**src/rtl/muldiv_pkg.sv**
```systemverilog
// Shared encodings and widths for the iterative multiply/divide unit.
package muldiv_pkg;

    localparam int DATA_W = 32;
    localparam int ITER   = 32;

    typedef enum logic [1:0] {
        OP_MULTU = 2'b00,
        OP_MULT  = 2'b01,
        OP_DIVU  = 2'b10,
        OP_DIV   = 2'b11
    } op_t;

    typedef enum logic [1:0] {
        S_IDLE = 2'b00,
        S_RUN  = 2'b01,
        S_DONE = 2'b10
    } state_t;

    function automatic logic [DATA_W-1:0] cond_neg(input logic neg, input logic [DATA_W-1:0] v);
        return neg ? (~v + 1'b1) : v;
    endfunction

endpackage

```
**src/rtl/muldiv_if.sv**
```systemverilog
// Request/result bundle between the EX stage and the multiply/divide unit.
interface muldiv_if;
    import muldiv_pkg::*;

    // start is taken only while busy is low (IDLE or DONE); done/hilo_we pulse for
    // exactly one cycle with hi_out/lo_out valid. cancel beats start in the same cycle.
    logic              start;
    logic [1:0]        op;
    logic [DATA_W-1:0] src_a;
    logic [DATA_W-1:0] src_b;
    logic              cancel;
    logic              busy;
    logic              done;
    logic              hilo_we;
    logic [DATA_W-1:0] hi_out;
    logic [DATA_W-1:0] lo_out;
    logic              div_zero;

    modport master (
        output start, op, src_a, src_b, cancel,
        input  busy, done, hilo_we, hi_out, lo_out, div_zero
    );

    modport slave (
        input  start, op, src_a, src_b, cancel,
        output busy, done, hilo_we, hi_out, lo_out, div_zero
    );

endinterface

```
**src/rtl/muldiv_iter.sv**
```systemverilog
// One combinational step: shift-add multiply or restoring shift-subtract divide
// on a {hi, lo} accumulator.
module muldiv_iter
    import muldiv_pkg::*;
(
    input  logic [2*DATA_W-1:0] acc,
    input  logic [DATA_W-1:0]   operand,
    input  logic                is_div,
    output logic [2*DATA_W-1:0] acc_next
);

    logic [DATA_W:0] add_sum;
    logic [DATA_W:0] trial;

    always_comb begin
        add_sum = {1'b0, acc[2*DATA_W-1:DATA_W]} + (acc[0] ? {1'b0, operand} : '0);
        // Shifted remainder needs 33 bits; bit DATA_W of the difference is the borrow.
        trial   = acc[2*DATA_W-1:DATA_W-1] - {1'b0, operand};
        if (is_div) begin
            if (trial[DATA_W]) begin
                acc_next = {acc[2*DATA_W-2:0], 1'b0};
            end else begin
                acc_next = {trial[DATA_W-1:0], acc[DATA_W-2:0], 1'b1};
            end
        end else begin
            acc_next = {add_sum, acc[DATA_W-1:1]};
        end
    end

endmodule

```
**src/rtl/muldiv_unit.sv**
```systemverilog
// Iterative 32-step MULT/MULTU/DIV/DIVU unit with HI/LO result registers,
// fixed 33-edge latency, cancel and busy for pipeline stalls.
module muldiv_unit
    import muldiv_pkg::*;
(
    input  logic     clk,
    input  logic     rst,
    muldiv_if.slave  bus,
    output state_t   state_dbg
);

    localparam logic [5:0] LAST = 6'(ITER);

    state_t              state, state_next;
    logic [5:0]          count;
    logic [2*DATA_W-1:0] acc, acc_next, prod;
    logic [DATA_W-1:0]   operand;
    logic                is_div, neg_res, neg_a, b_zero;
    logic [DATA_W-1:0]   hi_q, lo_q, res_hi, res_lo;
    logic                div_zero_q;
    logic                accept, sign_a, sign_b;
    logic [DATA_W-1:0]   mag_a, mag_b;

    assign accept = bus.start && !bus.cancel && (state == S_IDLE || state == S_DONE);

    always_ff @(posedge clk) begin
        if (rst) state <= S_IDLE;
        else     state <= state_next;
    end

    always_comb begin
        state_next = state;
        if (bus.cancel) begin
            state_next = S_IDLE;
        end else begin
            case (state)
                S_IDLE:  if (bus.start) state_next = S_RUN;
                S_RUN:   if (count == LAST) state_next = S_DONE;
                S_DONE:  state_next = bus.start ? S_RUN : S_IDLE;
                default: state_next = S_IDLE;
            endcase
        end
    end

    always_comb begin
        bus.busy    = (state == S_RUN);
        bus.done    = (state == S_DONE);
        bus.hilo_we = (state == S_DONE);
    end

    always_comb begin
        sign_a = bus.op[0] & bus.src_a[DATA_W-1];
        sign_b = bus.op[0] & bus.src_b[DATA_W-1];
        mag_a  = cond_neg(sign_a, bus.src_a);
        mag_b  = cond_neg(sign_b, bus.src_b);
    end

    muldiv_iter u_iter (
        .acc      (acc),
        .operand  (operand),
        .is_div   (is_div),
        .acc_next (acc_next)
    );

    // After a divide by zero the accumulator remainder equals |a|, so the usual
    // remainder sign fix restores src_a exactly; only the quotient is forced.
    always_comb begin
        prod = neg_res ? (~acc + 1'b1) : acc;
        if (is_div) begin
            res_hi = cond_neg(neg_a, acc[2*DATA_W-1:DATA_W]);
            res_lo = b_zero ? '1 : cond_neg(neg_res, acc[DATA_W-1:0]);
        end else begin
            res_hi = prod[2*DATA_W-1:DATA_W];
            res_lo = prod[DATA_W-1:0];
        end
    end

    always_ff @(posedge clk) begin
        if (rst) begin
            count      <= '0;
            acc        <= '0;
            operand    <= '0;
            is_div     <= 1'b0;
            neg_res    <= 1'b0;
            neg_a      <= 1'b0;
            b_zero     <= 1'b0;
            hi_q       <= '0;
            lo_q       <= '0;
            div_zero_q <= 1'b0;
        end else if (accept) begin
            count      <= '0;
            acc        <= {{DATA_W{1'b0}}, mag_a};
            operand    <= mag_b;
            is_div     <= bus.op[1];
            neg_res    <= sign_a ^ sign_b;
            neg_a      <= sign_a;
            b_zero     <= (bus.src_b == '0);
            div_zero_q <= 1'b0;
        end else if (state == S_RUN && !bus.cancel) begin
            if (count != LAST) begin
                acc   <= acc_next;
                count <= count + 6'd1;
            end else begin
                hi_q       <= res_hi;
                lo_q       <= res_lo;
                div_zero_q <= is_div & b_zero;
            end
        end
    end

    assign bus.hi_out   = hi_q;
    assign bus.lo_out   = lo_q;
    assign bus.div_zero = div_zero_q;
    assign state_dbg    = state;

endmodule
```
**src/flat_wrapper.sv**
```systemverilog
// flat-port wrapper written by rule: the top's interface ports become plain ports
module muldiv_unit_flat import muldiv_pkg::*;
  (clk, rst, state_dbg, bus_start, bus_op, bus_src_a, bus_src_b, bus_cancel, bus_busy, bus_done, bus_hilo_we, bus_hi_out, bus_lo_out, bus_div_zero);
  muldiv_if bus_i ();
  input  logic clk;
  input  logic rst;
  output state_t state_dbg;
  input wire logic [$bits(bus_i.start)-1:0] bus_start;
  input wire logic [$bits(bus_i.op)-1:0] bus_op;
  input wire logic [$bits(bus_i.src_a)-1:0] bus_src_a;
  input wire logic [$bits(bus_i.src_b)-1:0] bus_src_b;
  input wire logic [$bits(bus_i.cancel)-1:0] bus_cancel;
  output wire logic [$bits(bus_i.busy)-1:0] bus_busy;
  output wire logic [$bits(bus_i.done)-1:0] bus_done;
  output wire logic [$bits(bus_i.hilo_we)-1:0] bus_hilo_we;
  output wire logic [$bits(bus_i.hi_out)-1:0] bus_hi_out;
  output wire logic [$bits(bus_i.lo_out)-1:0] bus_lo_out;
  output wire logic [$bits(bus_i.div_zero)-1:0] bus_div_zero;
  assign bus_i.start = bus_start;
  assign bus_i.op = bus_op;
  assign bus_i.src_a = bus_src_a;
  assign bus_i.src_b = bus_src_b;
  assign bus_i.cancel = bus_cancel;
  assign bus_busy = bus_i.busy;
  assign bus_done = bus_i.done;
  assign bus_hilo_we = bus_i.hilo_we;
  assign bus_hi_out = bus_i.hi_out;
  assign bus_lo_out = bus_i.lo_out;
  assign bus_div_zero = bus_i.div_zero;
  muldiv_unit u_core (.clk(clk), .rst(rst), .bus(bus_i), .state_dbg(state_dbg));
endmodule
```
**config.mk**
```make
export PLATFORM = sky130hd
export DESIGN_NAME = muldiv_unit_flat
export DESIGN_NICKNAME = d
export VERILOG_FILES = /design/src/rtl/muldiv_pkg.sv /design/src/rtl/muldiv_if.sv /design/src/rtl/muldiv_iter.sv /design/src/rtl/muldiv_unit.sv /design/src/flat_wrapper.sv
export SDC_FILE = /design/constraint.sdc
export NUM_CORES = 1
export LEC_CHECK = 0
export CAP_MARGIN = 30
export CORE_MARGIN = 5
export CORE_UTILIZATION = 30
export DETAILED_ROUTE_END_ITERATION = 8
export GPL_ROUTABILITY_DRIVEN = 1
export HOLD_SLACK_MARGIN = 0.05
export MAX_ROUTING_LAYER = met4
export SLEW_MARGIN = 10
export SYNTH_ARGS = -nofsm -noshare
export SYNTH_HDL_FRONTEND = slang
export SYNTH_SLANG_ARGS = --single-unit
```
**constraint.sdc**
```tcl
create_clock -name clk -period 5.76 [get_ports clk]
set_input_delay 0.576 -clock clk [delete_from_list [all_inputs] [get_ports clk]]
set_output_delay 0.576 -clock clk [all_outputs]
set_load 0.03 [all_outputs]
```
==> results.sh, run 1 <==
export IMPL_end_kind="register"
export IMPL_layout_drive_gt1_share_pct=4.684
export IMPL_worst_pin_slew_ns=0.8881
export IMPL_wl_per_cell_um=18.40
export IMPL_setup_worst_path_class="register to register"
export IMPL_wl_met1_mm=21.39
export IMPL_cp_required_ns=6.06
export IMPL_hold_viol_final=0
export IMPL_ys_types=82
export IMPL_synth_ff_type="dfxtp_1"
export IMPL_r2r_end="u_core.acc[40]"
export IMPL_setup_violations_final=0
export IMPL_yosysSeqAreaShare_pct=25.82
export IMPL_start_util_pct=30.34
export IMPL_drt_iter0_markers=1136
export IMPL_grt_usage_pct=18.15
export IMPL_netlist_area_um2=13420
export IMPL_critPathMaxFanout=47
export IMPL_r2r_start="u_core.acc[32]"
export IMPL_numCtsBuffers=17
export IMPL_die_y_um=221.5
export IMPL_synth_async_sr_flop_share_pct=0
export IMPL_rsz0062_at_grt="false"
export IMPL_htree_levels=4
export IMPL_skew_ns=0.01572
export IMPL_peakVddDrop_uv=150.9
export IMPL_fin_tns_setup_ns=0
export IMPL_fmax_mhz=249.6
export IMPL_fin_util_pct=35.93
export IMPL_grt_max_degree=91
export IMPL_synth_edf_count=0
export IMPL_syn2layout_area_growth_pct=18.44
export IMPL_grt_pass1_wl_mm=71.23
export IMPL_dieArea_um2=49050
export IMPL_hpwl_mm=34.67
export IMPL_place_congestion=0.9214
export IMPL_finalCritPeriodShare_pct=69.54
export IMPL_cts_hold_buf=0
export IMPL_rows=77
export IMPL_start_kind="register"
export IMPL_drt_pass1_iterations=6
export IMPL_gr_total_overflow=0
export IMPL_clock_sinks=173
export IMPL_clockRootBuffer="clkbuf_16"
export IMPL_cts_tree="done"
export IMPL_highest_layer="met4"
export IMPL_ios=140
export IMPL_synth_cells=1758
export IMPL_fin_cells=2428
export IMPL_hold_slack_ns=0.4556
export IMPL_cellPowerDensity_nw_per_um2=203.5
export IMPL_numPortBuffers=139
export IMPL_nNetsFinal=1965
export IMPL_placedCellCount=2395
export IMPL_antenna_found_initial=0
export IMPL_whs_path_depth=2
export IMPL_synth_nets=1900
export IMPL_whs_endpoint="u_core.bus.hi_out[3]"
export IMPL_avgSynthCellArea_um2=7.631
export IMPL_filler_cell_count=4617
export IMPL_die_x_um=221.5
export IMPL_yosysWarnings=0
export IMPL_grt_pass1_vias=12550
export IMPL_viasPerCell=5.398
export IMPL_num_vias=13110
export IMPL_max_clock_path_buffers=2
export IMPL_ctsResizeCount=0
export IMPL_r2r_setup_slack_ns=1.75
export IMPL_holdCritPathClass="register to register"
export IMPL_cts_setup_buffers=0
export IMPL_relSlewSlack_pct=40.67
export IMPL_fin_ws_ns=1.754
export IMPL_hp_start="u_core.bus.hi_out[3]"
export IMPL_dpl_worst_slack_ns=1.798
export IMPL_period_needed_ns=4.006
export IMPL_drcViolationCount=0
export IMPL_r2r_cells=12
export IMPL_cp_data_arrival_time_ns=4.30
export IMPL_ys_ff_latch=173
export IMPL_leakage_nw=5.744
export IMPL_met2_length_mm=19.64
export IMPL_slew_viol_final=0
export IMPL_clk_pin_slew_worst_paths_ns=0.08
export IMPL_n_antenna_cell=0
export IMPL_drv_cap=0
export IMPL_met3WireLength_mm=2.611
export IMPL_coreArea_um2=44220
export IMPL_antenna_left=0
export IMPL_wl_mm=44.67
export IMPL_status="completed"
export IMPL_clock_latency_ns=0.45
cell usage after synthesis (all sizes together) (11+ instances only):
| cell | instances | area (um2) |
|---|---|---|
| nor2 | 232 | 870.8 |
| dfxtp | 173 | 3463 |
| a211oi | 135 | 1013 |
| a21oi | 131 | 655.6 |
| nand2 | 130 | 490.5 |
| o21ai | 116 | 588.1 |
| xor2 | 90 | 788.3 |
| clkbuf | 87 | 326.6 |
| xnor2 | 76 | 665.6 |
| ha | 70 | 875.8 |
| inv | 63 | 236.5 |
| mux2i | 50 | 500.5 |
| nor3 | 40 | 216.5 |
| a21o | 35 | 262.8 |
| nand3 | 29 | 150.1 |
| o31ai | 25 | 201.4 |
| buf | 22 | 108.9 |
| or3 | 22 | 137.6 |
| a31oi | 19 | 118.9 |
| nor2b | 19 | 118.9 |
| o41ai | 16 | 155.2 |
| nor4 | 14 | 112.6 |
| o211ai | 14 | 105.1 |
| a311oi | 13 | 120.1 |
| nand2b | 13 | 81.33 |
| nand4 | 13 | 96.34 |
| or4 | 11 | 97.59 |
cell families (layout without fill, tap and decap cells):
family | count (synthesis) | count (layout) | synth area share (%)
DFF | 173 | 173 | 25.82
AOI/OAI and AO/OA | 554 | 554 | 27.24
xor gates and xnor gates | 166 | 166 | 10.84
buffers and inverters | 172 | 250 | 5.008
adders and majority gates | 72 | 72 | 6.827
and+or+nand+nor | 563 | 563 | 19.87
muxes | 58 | 58 | 4.402
critical path, cell delays in order, from the launching register on:
cell and delay (ns):
dfxtp_1 0.54, inv_1 0.21, fa_1 0.47, nand2b_1 0.19
a21oi_1 0.24, o31a_1 0.29, o31a_1 0.33, a311oi_1 0.20
a311oi_4 0.22, buf_4 0.54, mux2_1 0.37, a21oi_1 0.16
a211oi_1 0.07
per-layer routing:
metal / GRT usage, % / vias up
li1: - / 6511
met1: 25.23 / 6160
met2: 27.21 / 382
met3: 3.260 / 53
met4: 4.971 / 0
met5: - / -
stage by stage:
| step | power, mW | area [um2] |
|---|---|---|
| final | 3.233 | 15890 |
| after global placement | 2.059 | 15250 |
| after CTS | 3.252 | 15860 |
| after detailed placement | 2.063 | 15260 |
| after global routing | 3.386 | 15890 |
| after floorplan | 1.822 | 13420 |
cell usage in the layout, fill, tap and decap left out, drive strengths merged, types with 5 or more instances in the layout:
| cell | n |
|---|---|
| a21boi | 5 |
| nand4 | 13 |
| dfxtp | 173 |
| mux2 | 8 |
| a31oi | 19 |
| or4 | 11 |
| clkbuf | 18 |
| a211oi | 135 |
| nand2b | 13 |
| o41ai | 16 |
| a311oi | 13 |
| nor2 | 232 |
| ha | 70 |
| nand2 | 130 |
| xnor2 | 76 |
| a21o | 35 |
| o211ai | 14 |
| nand3b | 5 |
| mux2i | 50 |
| nor2b | 19 |
| nor3 | 40 |
| a31o | 9 |
| o21ai | 116 |
| nor3b | 5 |
| o31ai | 25 |
| inv | 72 |
| or3 | 22 |
| and3 | 9 |
| a21oi | 131 |
| and2 | 9 |
| buf | 17 |
| clkdlybuf4s50 | 138 |
| nor4 | 14 |
| nand3 | 29 |
| xor2 | 90 |
flip-flops by register name, indices dropped and copies added (netlist names):
signal               count
u_core.acc              64
u_core.bus.hi_out       32
u_core.bus.lo_out       32
u_core.operand          32
u_core.count             6
u_core.state_dbg         2
u_core.b_zero            1
u_core.bus.div_zero      1
u_core.is_div            1
u_core.neg_a             1
u_core.neg_res           1
power breakdown:
part | leakage, nW | switching [mW] | internal [mW]
combinational | 4.04 | 0.456 | 0.297
clock | 0.292 | 0.586 | 0.600
sequential | 1.41 | 0.0608 | 1.23
total | 5.74 | 1.10 | 2.13
final cells by class:
type / instances / area (um2) / share of cell area, %
clock inverter: 14 / 166.4 / 1.047
tap: 592 / 740.7 / 4.662
multi-input combinational: 1413 / 9310 / 58.60
timing repair buffer: 155 / 1529 / 9.623
inverter: 63 / 236.5 / 1.488
sequential: 173 / 3467 / 21.82
clock buffer: 18 / 439.2 / 2.764
how the worst max path moves through the flow:
stage	slack, ns	endpoint	start
2_1_floorplan	2.50	u_core.acc[61]	u_core.acc[0]
3_3_place_gp	1.95	u_core.acc[40]	u_core.acc[32]
3_5_place_dp	1.80	u_core.acc[40]	u_core.acc[32]
4_1_cts	1.78	u_core.acc[40]	u_core.acc[32]
5_1_grt	1.47	u_core.acc[54]	u_core.acc[32]
6_report	1.75	u_core.acc[40]	u_core.acc[32]
Note: power is estimated with default switching activity, not from simulation.
==> run 2: changes to the inputs <==
clock period = 3.55 ns   (was 5.76 ns; I/O delays follow)
==> results.sh, run 2 (synthesis results as in run 1) <==
export IMPL_syn2layout_area_growth_pct=23.11
export IMPL_end_kind="register"
export IMPL_start_kind="register"
export IMPL_cp_required_ns=3.91
export IMPL_drt_iter0_markers=1135
export IMPL_cp_common_cell="o31ai_1"
export IMPL_critPathLaunch="u_core.acc[0]"
export IMPL_antenna_found_initial=0
export IMPL_max_clock_path_buffers=2
export IMPL_wl_mm=45.40
export IMPL_cp_data_arrival_time_ns=3.77
export IMPL_hpwl_mm=35.72
export IMPL_swShare_pct=33.95
export IMPL_worst_pin_slew_ns=0.8017
export IMPL_die_x_um=221.5
export IMPL_critPathTopFamily="compound AO/OA/AOI/OAI gates"
export IMPL_p_seq_share_pct=38.4
export IMPL_place_congestion=0.9576
export IMPL_critPathMaxFanout=3
export IMPL_path_buf_inv=0
export IMPL_cellPowerDensity_nw_per_um2=327.7
export IMPL_r2r_end="u_core.acc[61]"
export IMPL_setup_worst_path_class="register to register"
export IMPL_nNetsFinal=2037
export IMPL_cp_depth=12
export IMPL_num_vias=13420
export IMPL_clock_latency_ns=0.46
export IMPL_fin_tns_setup_ns=0
export IMPL_n_antenna_cell=0
export IMPL_drt_pass1_iterations=6
export IMPL_r2r_setup_slack_ns=0.14
export IMPL_power_total_mw=5.411
export IMPL_leakage_nw=6.138
export IMPL_start_util_pct=30.34
export IMPL_grt_pass1_vias=12590
export IMPL_placedCellCount=2467
export IMPL_coreArea_um2=44220
export IMPL_fin_cells=2500
export IMPL_hold_viol_final=0
export IMPL_grt_usage_pct=18.26
export IMPL_clock_sinks=173
export IMPL_filler_cell_count=4586
export IMPL_period_needed_ns=3.413
export IMPL_relSlewSlack_pct=46.55
export IMPL_final_cell_mix="nor2_1 (232), dfxtp_1 (172), clkdlybuf4s50_1 (138)"
export IMPL_final_common_cell="nor2_1"
export IMPL_r2r_start="u_core.acc[0]"
export IMPL_holdCritPathClass="register to register"
export IMPL_cts_hold_buf=0
export IMPL_combPwrFrac_pct=23.9
export IMPL_finalCritPeriodShare_pct=96.15
export IMPL_drv_cap=0
export IMPL_path_cells="and2_1, ha_1, fa_1, a21oi_2, o211ai_1, nand3_1, o31ai_1, a31o_2, a221o_1, a311oi_2, mux2_2, o31ai_1"
export IMPL_drcViolationCount=0
export IMPL_power_clock_fraction_pct=37.7
export IMPL_setup_violations_final=0
export IMPL_rsz0062_at_grt="false"
export IMPL_gr_total_overflow=0
export IMPL_power_switching_mw=1.837
export IMPL_cpPeakStageDelay_ns=0.43
export IMPL_dieArea_um2=49050
export IMPL_skew_ns=0.01333
export IMPL_status="completed"
export IMPL_antenna_left=0
export IMPL_cp_slowest_cell="fa_1"
export IMPL_multi_input_area_um2=9329
export IMPL_endpoint="u_core.acc[61]"
export IMPL_numCtsBuffers=17
export IMPL_r2r_cells=12
export IMPL_rows=77
export IMPL_die_y_um=221.5
export IMPL_numPortBuffers=139
export IMPL_grt_max_degree=123
export IMPL_largest_reg_flops=64
export IMPL_clockRootBuffer="clkbuf_16"
export IMPL_final_seq_area_um2=3467
export IMPL_htree_levels=4
export IMPL_p_int_mw=3.574
export IMPL_cts_tree="done"
export IMPL_clk_pin_slew_worst_paths_ns=0.08
export IMPL_layout_drive_gt1_share_pct=8.543
export IMPL_wl_per_cell_um=18.16
export IMPL_grt_pass1_wl_mm=71.27
export IMPL_viasPerCell=5.368
export IMPL_slew_viol_final=0
export IMPL_peakVddDrop_uv=243.7
export IMPL_fmax_mhz=293.0
export IMPL_ios=140
export IMPL_top_register="u_core.acc"
## run 2: through the flow
stage	setup WS [ns]	hold WS (ns)	util [%]	cell area (um2)
2_1_floorplan	0.2857	0.4319	-	13420
6_report	0.1368	0.4526	37.35	16520
4_1_cts	0.08182	0.4537	37.29	16490
3_5_place_dp	0.1131	0.4445	35.83	15850
5_1_grt	0.01268	0.4738	37.35	16520
3_3_place_gp	0.1782	0.4411	35.83	15850
## run 2: cell type report
cell class	count	area share [%]
Clock buffer	17	2.576
Inverter	63	1.432
Timing Repair Buffer	227	12.71
Tap cell	592	4.485
Sequential cell	173	20.99
Multi-Input combinational cell	1413	56.49
Clock inverter	15	1.318
## run 2: worst min-delay path, stage by stage, from the launching register on
cell,delay (ns)
dfxtp_1,0.31
nand2_1,0.05
a21oi_1,0.05
## run 2: repair_timing
item                                    4_1_cts  5_1_grt
endpoints found under the setup margin        0       20
gates resized for setup                       0        6
buffers inserted                              0        1
## run 2: power by group through the flow
stage	Sequential (mW)	Clock (mW)	Combinational (mW)
after floorplan	2.09	0	0.866
after global placement	2.12	0	1.27
after detailed placement	2.12	0	1.27
after CTS	2.08	2.09	1.28
after global routing	2.09	2.16	1.42
final	2.08	2.04	1.30
## run 2: worst min path at each step
stage	startpoint	endpoint	slack, ns	cells after the start
6_report	u_core.bus.hi_out[4]	u_core.bus.hi_out[4]	0.45	2
5_1_grt	u_core.operand[31]	u_core.operand[31]	0.47	2
4_1_cts	rst	u_core.neg_a	0.45	2
3_5_place_dp	u_core.bus.hi_out[4]	u_core.bus.hi_out[4]	0.44	2
3_3_place_gp	u_core.bus.hi_out[30]	u_core.bus.hi_out[30]	0.44	2
2_1_floorplan	u_core.operand[31]	u_core.operand[31]	0.43	2
## run 2: per-layer routing
layer  up-vias  wire length, um  track usage, %
met4         0              919           4.892
met3        58             2620           3.220
li1       6653                -               -
met2       386            20420           28.28
met5         -                0               -
met1      6324            21440           24.73
==> run 3: changes to the inputs <==
ABC_CLOCK_PERIOD_IN_PS = 3550   (was default)
==> results of run 3 <==
No change in the layout: final DEF, timing and power equal those of run 2.
